<file path="src/rtl/uart_tx.sv">
// UART transmitter: start bit, 5-8 data bits LSB first, optional parity, 1-2 stop bits.
// Bit timing comes from the 16x oversample tick; the frame start is gated by cts_n.
module uart_tx #(
  parameter int TICKS_PER_BIT = 16
) (
  input  logic        clk,
  input  logic        reset,
  input  logic        tx_tick,
  input  logic [1:0]  data_bit_num_i,
  input  logic        parity_en_i,
  input  logic        parity_type_i,
  input  logic        stop_bit_num_i,
  input  logic [31:0] tx_data_i,
  input  logic        start_tx_i,
  input  logic        cts_n,
  output logic        tx,
  output logic        tx_busy_o,
  output logic        tx_done_o,
  output logic        tx_enable
);

  localparam int CW = (TICKS_PER_BIT > 1) ? $clog2(TICKS_PER_BIT) : 1;
  localparam logic [CW-1:0] TICK_MAX = CW'(TICKS_PER_BIT - 1);

  typedef enum logic [2:0] {TX_IDLE, TX_START, TX_DATA, TX_PARITY, TX_STOP} state_t;

  state_t          state_reg;
  logic [CW-1:0]   tick_cnt_reg;
  logic [2:0]      bit_idx_reg;
  logic            stop_cnt_reg;
  logic [7:0]      data_reg;
  logic [1:0]      data_bit_num_reg;
  logic            parity_en_reg;
  logic            parity_reg;
  logic            stop_bit_num_reg;
  logic            tx_reg;
  logic            busy_reg;
  logic            done_reg;
  logic            enable_reg;

  logic [7:0]      mask;
  logic [7:0]      masked_data;
  logic            bit_end;
  logic [2:0]      last_idx;
  logic            unused_bits;

  assign unused_bits = ^tx_data_i[31:8];

  always_comb begin
    mask = 8'hFF;
    case (data_bit_num_i)
      2'b00:   mask = 8'h1F;
      2'b01:   mask = 8'h3F;
      2'b10:   mask = 8'h7F;
      default: mask = 8'hFF;
    endcase
  end

  assign masked_data = tx_data_i[7:0] & mask;
  assign bit_end     = tx_tick && (tick_cnt_reg == TICK_MAX);
  // Data length code 0..3 maps to last bit index 4..7.
  assign last_idx    = 3'd4 + {1'b0, data_bit_num_reg};

  always_ff @(posedge clk or posedge reset) begin
    if (reset) begin
      state_reg        <= TX_IDLE;
      tick_cnt_reg     <= '0;
      bit_idx_reg      <= '0;
      stop_cnt_reg     <= 1'b0;
      data_reg         <= '0;
      data_bit_num_reg <= '0;
      parity_en_reg    <= 1'b0;
      parity_reg       <= 1'b0;
      stop_bit_num_reg <= 1'b0;
      tx_reg           <= 1'b1;
      busy_reg         <= 1'b0;
      done_reg         <= 1'b0;
      enable_reg       <= 1'b0;
    end else begin
      done_reg <= 1'b0;
      if (state_reg == TX_IDLE) begin
        if (start_tx_i && !cts_n) begin
          data_reg         <= masked_data;
          data_bit_num_reg <= data_bit_num_i;
          parity_en_reg    <= parity_en_i;
          parity_reg       <= parity_type_i ? (^masked_data) : ~(^masked_data);
          stop_bit_num_reg <= stop_bit_num_i;
          tick_cnt_reg     <= '0;
          bit_idx_reg      <= '0;
          stop_cnt_reg     <= 1'b0;
          state_reg        <= TX_START;
          tx_reg           <= 1'b0;
          busy_reg         <= 1'b1;
          enable_reg       <= 1'b1;
        end
      end else if (tx_tick) begin
        tick_cnt_reg <= bit_end ? '0 : tick_cnt_reg + 1'b1;
        if (bit_end) begin
          case (state_reg)
            TX_START: begin
              state_reg   <= TX_DATA;
              bit_idx_reg <= '0;
              tx_reg      <= data_reg[0];
            end
            TX_DATA: begin
              if (bit_idx_reg == last_idx) begin
                if (parity_en_reg) begin
                  state_reg <= TX_PARITY;
                  tx_reg    <= parity_reg;
                end else begin
                  state_reg    <= TX_STOP;
                  stop_cnt_reg <= 1'b0;
                  tx_reg       <= 1'b1;
                end
              end else begin
                bit_idx_reg <= bit_idx_reg + 3'd1;
                tx_reg      <= data_reg[bit_idx_reg + 3'd1];
              end
            end
            TX_PARITY: begin
              state_reg    <= TX_STOP;
              stop_cnt_reg <= 1'b0;
              tx_reg       <= 1'b1;
            end
            TX_STOP: begin
              if (stop_cnt_reg == stop_bit_num_reg) begin
                state_reg  <= TX_IDLE;
                done_reg   <= 1'b1;
                busy_reg   <= 1'b0;
                enable_reg <= 1'b0;
              end else begin
                stop_cnt_reg <= 1'b1;
              end
            end
            default: begin
              state_reg <= TX_IDLE;
              tx_reg    <= 1'b1;
            end
          endcase
        end
      end
    end
  end

  assign tx        = tx_reg;
  assign tx_busy_o = busy_reg;
  assign tx_done_o = done_reg;
  assign tx_enable = enable_reg;

endmodule

</file>
<file path="config.mk">
export PLATFORM = sky130hd
export DESIGN_NAME = uart_tx
export DESIGN_NICKNAME = d
export VERILOG_FILES = /design/src/rtl/uart_tx.sv
export SDC_FILE = /design/constraint.sdc
export NUM_CORES = 1
export LEC_CHECK = 0
export BUFFER_PORTS_ARGS = -buffer_cell sky130_fd_sc_hd__buf_2
export CORE_MARGIN = 1.5
export CORE_UTILIZATION = 30
export DETAILED_ROUTE_END_ITERATION = 8
export PLACE_DENSITY = 0.53
export SKIP_CTS_REPAIR_TIMING = 1
export SYNTH_ARGS = -nofsm -noshare
export SYNTH_HDL_FRONTEND = slang
export SYNTH_SLANG_ARGS = --single-unit
</file>
<file path="constraint.sdc">
create_clock -name clk -period 2.7 [get_ports clk]
set_clock_uncertainty 0.05 [all_clocks]
set_input_delay 0.54 -clock clk [delete_from_list [all_inputs] [get_ports clk]]
set_output_delay 0.54 -clock clk [all_outputs]
set_load 0.03 [all_outputs]
</file>
After elaboration in Yosys (flattened, before gate mapping)
Cells that the tools add are included.
- bits of input ports: 42
- flip-flop bits (word level): 27
- memories: 0
- bits in read-only memories: 0
- logic and storage cells: 100
- output and inout bits: 4
- bits in latches: 0
- RAM bits: 0
- reduce and logical (&&, ||, !) cells: 19
- equal/unequal tests: 16
- add/sub/neg operators: 3
- shift-type cells: 0
- multipliers: 0
- div/mod/pow operators: 0
- mux-type cells: 47
- order comparisons: 1
- bitwise logic cells: 2
- operators with widths (cell ; count):
    3-bit two-way mux ; 12
    1-bit two-way mux ; 25
    8-bit case mux with 3 select lines ; 1
    4-bit two-way mux ; 4
    3-bit != test (second input constant) ; 5
    5-bit AND reduction ; 3
    3-bit case mux with 4 select lines ; 1
    8-bit AND ; 1
    2-bit nonzero test ; 4
    8-bit parity ; 1
    7-bit AND reduction ; 1
    3-bit by 2-bit == test with 1-bit output (second input constant) ; 2
    1-bit case mux with 3 select lines ; 2
    3-bit case mux with 2 select lines ; 1
    4-bit by 1-bit adder with 4-bit output (second input constant) ; 1
    4-bit == test (second input constant) ; 1
    3-bit by 4-bit < comparator with 1-bit output (second input constant) ; 1
    2-bit AND reduction ; 2
    4-bit AND reduction ; 1
    4-bit nonzero test ; 1
    3-bit by 1-bit adder with 3-bit output (second input constant) ; 1
    3-bit by 2-bit adder with 3-bit output (first input constant) ; 1
    1-bit binary-select mux with 3-bit select ; 1
    3-bit by 1-bit == test with 1-bit output (second input constant) ; 1
    other kinds (13) ; 14

Logic depth before layout (Yosys ltp)
- depth in word-level cells: 8
- gate-level depth with buffers: 6
- depth with buffers taken out: 5

Least setup slack after synthesis
Ideal clock, no wire load.
- path kind: reg2reg
- start: reg state_reg[0]
- end: reg state_reg[0]
- cell stages (with the launch flop): 6
- setup time: 0.104 ns
- setup slack: 0.665 ns
- clock period less this slack: 2.035 ns
- buffers on the path: 1
- data required time: 2.546 ns
- arrival time: 1.882 ns
- path through: dfrtp_1 buf_4 nor3_1 mux2_2 or3_4 o41ai_2
- cells in the longest elaborated chain, start to end: 5
- elaborated cells on any way between the ends: 15
- classes of those cells: eq/ne (7); mux (4); reduce/logical (4)
- RTL lines (element ; RTL line ; text):
    start, declared ; 27 ; state_t state_reg;
    start signal, assigned ; 66 ; state_reg <= TX_IDLE;
    start signal, assigned ; 91 ; state_reg <= TX_START;
    start signal, assigned ; 101 ; state_reg <= TX_DATA;
    3-bit == test, or another cell as far along ; 99 ; case (state_reg)
    3-bit case mux with 4 select lines ; 99 ;
    3-bit two-way mux ; 98 ; if (bit_end) begin
    3-bit two-way mux ; 96 ; end else if (tx_tick) begin
    3-bit two-way mux ; 81 ; if (state_reg == TX_IDLE) begin
Several ways; a longest one is shown, not always the timed one. The select of a mux whose other input is x is not followed.
A chain may end at the register's enable or synchronous reset.

Final worst setup path
- start: reg state_reg[1]
- end: reg state_reg[1]
The elaborated chain is that of the path after synthesis.

==> summary.txt <==
Global routing
  – First-pass GRT wire length: 5.34 mm
  – Vias in the first global route: between 1,000 and 1,500
  – Maximum number of pins on one net before global-route repair: 28
  – GRT Residual Overflow: 0
  – Initial antenna violation count: 0
  – GRT Total Usage: 0.126

Routing
  – Via count: 1,182
  – TritonRoute pass-1 iters: 4
  – Drt drc: 0
  – Vias per cell: between 5 and 6
  – Drt wl/cell: between 10 and 15 µm
  – Initial drt markers: 46
  – Detailed Route WL: 3.14 mm
  – ANT nets after route: 0

Clock tree
  – CTS tree: yes
  – H-Tree Depth: 1
  – CTS Root Cell: clkbuf_8
  – CTS Buf Count: 3
  – Worst-Skew Late Latency: approximately 0.28 ns
  – Max clock buf depth: 2
  – Clock-pin slew on the worst setup and hold paths: around 0.10 ns
  – CTS Sinks: 27

Die
  – Initial Util: 0.319
  – Die width: about 75 µm
  – Io pins: 46
  – Die area: approximately 0.0056 mm²
  – Die Y: between 70 and 80 µm
  – Core Region: just under 0.005 mm²
  – Site Rows: 25

Synth
  – Largest area contributor in the netlist: dfrtp_1
  – Mean area per synthesized cell: 10.7 µm²
  – Async S/R FF share, synth: 1.00
  – Yosys cell types: 43
  – Ys Warns: 0
  – Syn nets: approximately 190
  – Synth top area cells: dfrtp_1 42%, mux2_2 8.0%, xnor2_1 4.5%
  – Synthesized area: about 0.0015 mm²
  – Synthesized flop and latch total: 27
  – Synth top cells by count: 26 x dfrtp_1, 12 x nand2_1, 11 x mux2_2, 8 x xnor2_1, 7 x inv_1
  – Share of the synthesized area in the top cell type: 0.421
  – Dominant synthesized flop cell: dfrtp_1
  – Mapped Cells: between 100 and 150
  – Register area share after synthesis: 0.438
  – Top-count cell post-synth: dfrtp_1
  – Number of flops mapped to enable cells by yosys: 0

Cells and area
  – Largest register FFs: 8
  – Ant. Diodes: 0
  – Post-Layout Cell Count: between 200 and 250
  – Nets: about 210
  – Final Util: 0.364
  – Layout cells sized above 1: 0.275
  – Area Growth Syn to Fin: 14.2%

Critical path
  – R2R depth: 4
  – Crit path DAT: ~2.3 ns
  – Startpoint Class: flop
  – Crit path max fanout: 10
  – Reg2Reg Capture Point: state_reg[1]$_DFFE_PP0P_
  – Req. time, crit path: about 2.8 ns
  – Critical Path Start: state_reg[1]$_DFFE_PP0P_
  – R2R Setup Slk: ~0.53 ns
  – WS Path Type: flop to flop
  – Reg-to-reg critical path startpoint: state_reg[1]$_DFFE_PP0P_
  – CP endpoint kind: flop

Min path
  – Min-delay worst type: input pin to asynchronous set/reset pin

Timing
  – Clock period minus worst slack: 2.17 ns
  – Slew @ Worst Pin: 0.758 ns
  – Max transition margin: 0.495
  – Setup tns final: 0 ns
  – Final slew viol count: 0
  – RSZ-0062 raised after global routing: no
  – Final setup violation count: 0
  – Worst hold slack: between 0.2 and 0.25 ns
  – Post-route clock period utilization: 0.805
  – Max Clk Rate: 460 MHz
  – Hold Violations, Final: 0

Placed design
  – Dpl cells: between 200 and 250
  – HPWL Detailed: between 2 and 2.5 mm
  – Placer Congestion: between 0.7 and 0.8
  – Port Buffers: 21

Power
  – Cell Pwr Density: approximately 970 mW/mm²
  – Peak supply drop: 0.000454 V
  – Final Power: around 1.7 mW
  – Leak: a little under 0.8 nW

Run
  – # Max-Cap Violations: 0

Run status
  – Status: finished, final reports clean
## kinds of logic (layout without fill, tap and decap cells)
logic type,count (synthesis),after routing,synth area share
flip-flops,27,27,0.438
AND/OR/NAND/NOR,45,45,0.165
multiplexers,17,17,0.135
buffers and inverters,14,36,0.0461
adder cells (fa/ha/maj),2,2,0.0162
XOR/XNOR,10,10,0.0655
AO/OA/AOI/OAI,30,30,0.134
## critical path: stages, from the launching register on
cell and delay, ns:
dfrtp_1 0.40, nor3_1 0.39, mux2_2 0.48, or3_4 0.44
o41ai_1 0.29
## power breakdown
| part | internal [mW] | switching [mW] |
|---|---|---|
| logic | 0.366 | 0.410 |
| clock network | 0.106 | 0.131 |
| registers | 0.580 | 0.124 |
| total | 1.05 | 0.664 |
## stage by stage
stage	cell area, µm²	setup slack, ns
after global placement	1720	0.552
after floorplan	1550	0.665
after global routing	1770	0.423
final	1770	0.526
after detailed placement	1720	0.542
after CTS	1770	0.546
## metal layers
layer	global-route usage	part of all wire
met1	0.161	0.47
met2	0.219	0.48
met3	0.0321	0.040
met4	0.0182	0.0083
met5	0	0
## layout by cell type, fill, tap and decap left out, types with 4 or more instances in the layout
cell	count
a21oi_1	5
buf_2	21
buf_4	4
dfrtp_1	26
inv_1	7
mux2_2	11
mux2i_1	4
nand2_1	12
nand3_1	6
o21ai_0	5
o21ai_1	4
xnor2_1	8
## cell type report
class | count | area (µm²)
tap | 67 | 83.8
clock buffer | 4 | 45.0
sequential | 27 | 677
fill | 518 | 3080
timing repair buffer | 25 | 135
inverter | 7 | 26.3
multi-input combinational | 104 | 798
## worst max-delay path by stage
stage          depth (start not counted)                        to  slack (ns)
5_1_grt                                4  state_reg[1]$_DFFE_PP0P_        0.42
3_5_place_dp                           5  state_reg[1]$_DFFE_PP0P_        0.54
2_1_floorplan                          5  state_reg[0]$_DFFE_PP0P_        0.66
4_1_cts                                4  state_reg[1]$_DFFE_PP0P_        0.55
3_3_place_gp                           5  state_reg[1]$_DFFE_PP0P_        0.55
6_report                               4  state_reg[1]$_DFFE_PP0P_        0.53
(Power assumes the default switching activity.)
